===== src/rtl/sub_slice_pkg.sv =====
// Shared definitions for the serial 3-bit-slice subtractor and its slice cell.
package sub_slice_pkg;

    localparam int SLICE = 3;

    typedef enum logic [1:0] {
        IDLE = 2'd0,
        RUN  = 2'd1,
        DONE = 2'd2
    } state_e;

    typedef logic [SLICE-1:0] slice_t;

endpackage


===== src/rtl/sub_slice3.sv =====
// Combinational 3-bit subtractor cell: d = x - y - bi, bo is the borrow out.
module sub_slice3
    import sub_slice_pkg::*;
(
    input  slice_t x,
    input  slice_t y,
    input  logic   bi,
    output slice_t d,
    output logic   bo
);

    logic [SLICE:0] t;

    // One extra bit wide so the wrap-around lands in t[SLICE] as the borrow.
    assign t  = {1'b0, x} - {1'b0, y} - {{SLICE{1'b0}}, bi};
    assign d  = t[SLICE-1:0];
    assign bo = t[SLICE];

endmodule


===== src/rtl/serial_subtractor_slice3.sv =====
// Multi-cycle unsigned subtractor: A - B - bin, one 3-bit slice per clock with a registered borrow.
module serial_subtractor_slice3
    import sub_slice_pkg::*;
#(
    parameter int WIDTH = 12
) (
    input  logic             clk,
    input  logic             rst_n,
    input  logic             in_valid,
    output logic             in_ready,
    input  logic [WIDTH-1:0] a,
    input  logic [WIDTH-1:0] b,
    input  logic             bin,
    output logic             out_valid,
    input  logic             out_ready,
    output logic [WIDTH-1:0] diff,
    output logic             bout,
    output logic             busy
);

    localparam int N  = WIDTH / SLICE;
    localparam int KW = (N > 1) ? $clog2(N) : 1;

    localparam logic [1:0] S_IDLE = IDLE;
    localparam logic [1:0] S_RUN  = RUN;
    localparam logic [1:0] S_DONE = DONE;

    localparam logic [KW-1:0] K_LAST = KW'(N - 1);

    generate
        if (WIDTH <= 0 || (WIDTH % SLICE) != 0) begin : g_bad_width
            $error("WIDTH must be a positive multiple of SLICE");
        end
    endgenerate

    logic [1:0]       state_q, state_d;
    logic [KW-1:0]    k_q, k_d;
    logic             borrow_q, borrow_d;
    logic [WIDTH-1:0] a_q, a_d;
    logic [WIDTH-1:0] b_q, b_d;
    logic [WIDTH-1:0] diff_q, diff_d;
    logic             bout_q, bout_d;

    logic [31:0] base;
    slice_t      x_s, y_s, d_s;
    logic        bo_s;

    assign base = 32'(k_q) * SLICE;
    assign x_s  = a_q[base +: SLICE];
    assign y_s  = b_q[base +: SLICE];

    sub_slice3 u_slice (
        .x  (x_s),
        .y  (y_s),
        .bi (borrow_q),
        .d  (d_s),
        .bo (bo_s)
    );

    always_comb begin
        state_d  = state_q;
        k_d      = k_q;
        borrow_d = borrow_q;
        a_d      = a_q;
        b_d      = b_q;
        diff_d   = diff_q;
        bout_d   = bout_q;
        case (state_q)
            S_IDLE: begin
                if (in_valid) begin
                    a_d      = a;
                    b_d      = b;
                    borrow_d = bin;
                    k_d      = '0;
                    diff_d   = '0;
                    state_d  = S_RUN;
                end
            end
            S_RUN: begin
                diff_d[base +: SLICE] = d_s;
                borrow_d = bo_s;
                if (k_q == K_LAST) begin
                    bout_d  = bo_s;
                    state_d = S_DONE;
                end else begin
                    k_d = k_q + KW'(1);
                end
            end
            S_DONE: begin
                if (out_ready) begin
                    state_d = S_IDLE;
                end
            end
            default: state_d = S_IDLE;
        endcase
    end

    always_ff @(posedge clk or negedge rst_n) begin
        if (!rst_n) begin
            state_q  <= S_IDLE;
            k_q      <= '0;
            borrow_q <= 1'b0;
            a_q      <= '0;
            b_q      <= '0;
            diff_q   <= '0;
            bout_q   <= 1'b0;
        end else begin
            state_q  <= state_d;
            k_q      <= k_d;
            borrow_q <= borrow_d;
            a_q      <= a_d;
            b_q      <= b_d;
            diff_q   <= diff_d;
            bout_q   <= bout_d;
        end
    end

    // Handshake: a transfer happens on a rising edge where valid and ready are both high.
    assign in_ready  = (state_q == S_IDLE);
    assign out_valid = (state_q == S_DONE);
    assign busy      = (state_q != S_IDLE);
    assign diff      = diff_q;
    assign bout      = bout_q;

endmodule


===== config.mk =====
export PLATFORM = sky130hd
export DESIGN_NAME = serial_subtractor_slice3
export DESIGN_NICKNAME = d
export VERILOG_FILES = /design/src/rtl/sub_slice_pkg.sv /design/src/rtl/sub_slice3.sv /design/src/rtl/serial_subtractor_slice3.sv
export SDC_FILE = /design/constraint.sdc
export NUM_CORES = 1
export LEC_CHECK = 0
export BUFFER_PORTS_ARGS = -buffer_cell sky130_fd_sc_hd__buf_2
export CORE_UTILIZATION = 45
export DETAILED_ROUTE_END_ITERATION = 7
export PLACE_DENSITY_LB_ADDON = 0.12
export SLEW_MARGIN = 20
export SYNTH_ARGS = -nofsm -noshare
export SYNTH_HDL_FRONTEND = slang
export SYNTH_SLANG_ARGS = --single-unit

===== constraint.sdc =====
create_clock -name clk -period 2.5 [get_ports clk]
set_clock_uncertainty 0.15 [all_clocks]
set_input_delay 0.5 -clock clk [delete_from_list [all_inputs] [get_ports clk]]
set_output_delay 0.5 -clock clk [all_outputs]
set_load 0.02 [all_outputs]

==> impl_metrics.py <==
metrics = {
    "timing": {
        "min_period_ps": 2385,
        "whs_ps": 113.4,
        "period_share": 0.9542,
        "slew-limit-headroom": 0.6556,
        "hold_viol_final": 0,
        "max_freq_mhz": 419.2,
        "setup_viol": 0,
        "drv_slew": 0,
        "tightest_slew_ps": 516.7,
    },
    "power_and_ir_drop": {
        "vdd_drop_max_v": 0.0006035,
        "power_density_mw_per_mm2": 1498,
        "total_power_mw": 3.675,
        "p_leak_nw": 1.326,
    },
    "grt": {
        "grt-ovfl-total": 0,
        "grt_usage": 0.1831,
        "grt_max_degree": 43,
        "grt_pass1_vias": 1523,
        "antenna_found_initial": 0,
        "grtUsageMet2": 0.2956,
        "grt_use_met1": 0.2481,
        "grt_pass1_wl_um": 6975,
        "use_met3": 0.05087,
        "grt-busiest-layer": "met2",
    },
    "cells_and_area": {
        "drive_above_1_share": 0.2537,
        "final_cell_mix": "nand2_1, buf_2, dfrtp_1",
        "nets": 304,
        "diodes": 0,
        "final_cells": 320,
        "layout_commonest_cell": "nand2_1",
        "regArea_sq_mm": 0.001052,
        "syn2layout_area_growth_pct": 18.92,
        "multiInputGateArea_sq_um": 882.1,
        "fillers": 425,
    },
    "logic_synthesis": {
        "yosys_register_bits": 42,
        "ys_types": 28,
        "synth-simple-area-share": 0.2159,
        "ys_warn_count": 0,
        "synth_compound_area_frac": 0.06731,
        "synthMuxAreaShare": 0.07702,
        "synth_top_family_by_area": "simple AND/OR/NAND/NOR gates",
        "synth-adder-area-share": 0.05579,
        "synthCells": 218,
        "synth_fp_nets": 255,
        "synth.cell_area_sq_mm": 0.002063,
        "syn_area_per_cell_sq_um": 9.464,
        "synth-xor-area-share": 0.008490,
        "yosysSeqAreaShare": 0.5094,
    },
    "clock_tree": {
        "cts_hold_buf": 0,
        "htreeDepth": 2,
        "insertion_delay_ps": 290,
        "cts_tree": "done",
        "cts_num_sinks": 42,
        "cts_root_buf": "clkbuf_8",
        "numCtsBuffers": 5,
        "clk_pin_slew_ps": 80,
        "cts_buffer_depth": 2,
    },
    "place": {
        "dp.cells": 311,
        "io_buffer_count": 44,
        "gp_congestion": 0.8068,
        "dp_hpwl_um": 2882,
    },
    "floorplanning": {
        "die_h_um": 69.71,
        "die_width_um": 69.71,
        "coreArea_sq_mm": 0.004384,
        "rows": 24,
        "ios": 45,
        "die_area_sq_mm": 0.004859,
        "initial_core_util": 0.4706,
    },
    "drt": {
        "firstDrtPassIters": 4,
        "drt-vias-per-instance": 4.872,
        "wl_um": 3910,
        "wl_per_cell_um": 12.22,
        "drtIter0Drc": 61,
        "postRouteAntennaNets": 0,
        "dr_total_vias": 1559,
        "drc": 0,
    },
    "worst_setup_path": {
        "cp_max_fo": 4,
        "r2r_cells": 7,
        "r2r_end": "borrow_q",
        "rrSetupSlack_ps": 110,
        "worstPathArrival_ps": 2400,
        "reg2reg_from": "k_q[0]",
        "critPathCaptureType": "flip-flop",
        "worst_ep_required_time_ps": 2510,
        "worstSetupStartpointType": "flip-flop",
        "critPathKind": "flip-flop to flip-flop",
    },
    "status": {
        "status": "finished clean",
    },
    "job": {
        "maxCapViolCount": 0,
    },
    "worst_hold_path": {
        "worst_hold_path_type": "input pin to asynchronous set/reset pin",
    },
}
per-layer routing:
metal	up-vias	share of wire
met1	723	0.47
li1	798	-
met4	0	0.0097
met5	-	0
met3	4	0.041
met2	34	0.48
power breakdown:
group / switching, mW / internal [mW] / total, mW / leakage (nW)
logic: 1.13 / 0.839 / 1.97 / 0.732
clock network: 0.227 / 0.279 / 0.506 / 0.0575
registers: 0.205 / 0.993 / 1.20 / 0.537
cells by family (layout without fill, tap and decap cells):
logic type,after synthesis,after routing
AND/OR/NAND/NOR,109,109
flip-flops,42,42
buffers and inverters,27,77
AO/OA/AOI/OAI,22,22
adder cells (fa/ha/maj),8,8
multiplexers,8,8
XOR/XNOR,2,2
critical path: stages (launching register included):
cell and delay (ps):
dfrtp_2 400, mux4_2 520, fa_2 350, ha_1 300
nand2b_1 70, o221ai_2 200, xor2_2 180, a21oi_1 80
how the worst max path moves through the flow:
stage,startpoint,cells after the start,end,slack [ps]
after floorplan,k_q[0],8,borrow_q,40
after global placement,k_q[0],7,borrow_q,120
after detailed placement,k_q[0],7,borrow_q,40
after CTS,k_q[0],7,borrow_q,30
after global routing,k_q[0],7,borrow_q,-6
final,k_q[0],7,borrow_q,110
registers in the layout (all words and copies together), names as in the netlist:
name and cells:
k_q 2, a_q 12, diff 12, b_q 12
state_q 2, bout 1, borrow_q 1
final cells by class:
cell class	count	area share
multi-input combinational	149	0.3595
tap	52	0.02652
timing repair buffer	52	0.1142
inverter	17	0.02601
sequential	42	0.4289
clock buffer	8	0.04488
metrics by stage:
stage          setup TNS [ps]  setup WS [ps]    util  cell area [sq um]
5_1_grt                -6.354         -6.354  0.5596               2454
4_1_cts                     0          25.62  0.5559               2437
6_report                    0          114.6  0.5596               2454
3_5_place_dp                0          39.73  0.5308               2327
2_1_floorplan               0          43.36       -               2062
3_3_place_gp                0          116.4  0.5308               2327
synthesized netlist by cell type:
master    count  area, sq um
nor2_1        7        26.28
buf_4         4        30.03
fa_1          2        40.04
nand2_1      90        337.8
o221ai_2      1        15.01
mux4_2        1        22.52
xor2_1        2        17.52
nand2b_1      4        25.02
o21ai_0       6        30.03
o22ai_1       7        43.79
buf_6         2        22.52
a21oi_1       3        15.01
mux2i_1       2        20.02
dfrtp_1      42         1051
mux4_1        4        105.1
o21ai_1       2        10.01
a21o_1        2        15.01
buf_2         4        20.02
and2_1        1        6.260
nand4_1       2        12.51
ha_1          6        75.07
a32o_1        1        10.01
nor2b_1       2        12.51
mux2_2        1        11.26
nand4b_1      1        8.760
nor2_4        1        11.26
nand3_1       1        5.000
inv_1        17        63.81
timing repair:
item	CTS	global route
resized for setup	0	2
setup buffers	0	1
endpoints found under the setup margin	0	6
No activity file was read; power rests on OpenSTA's default activity.
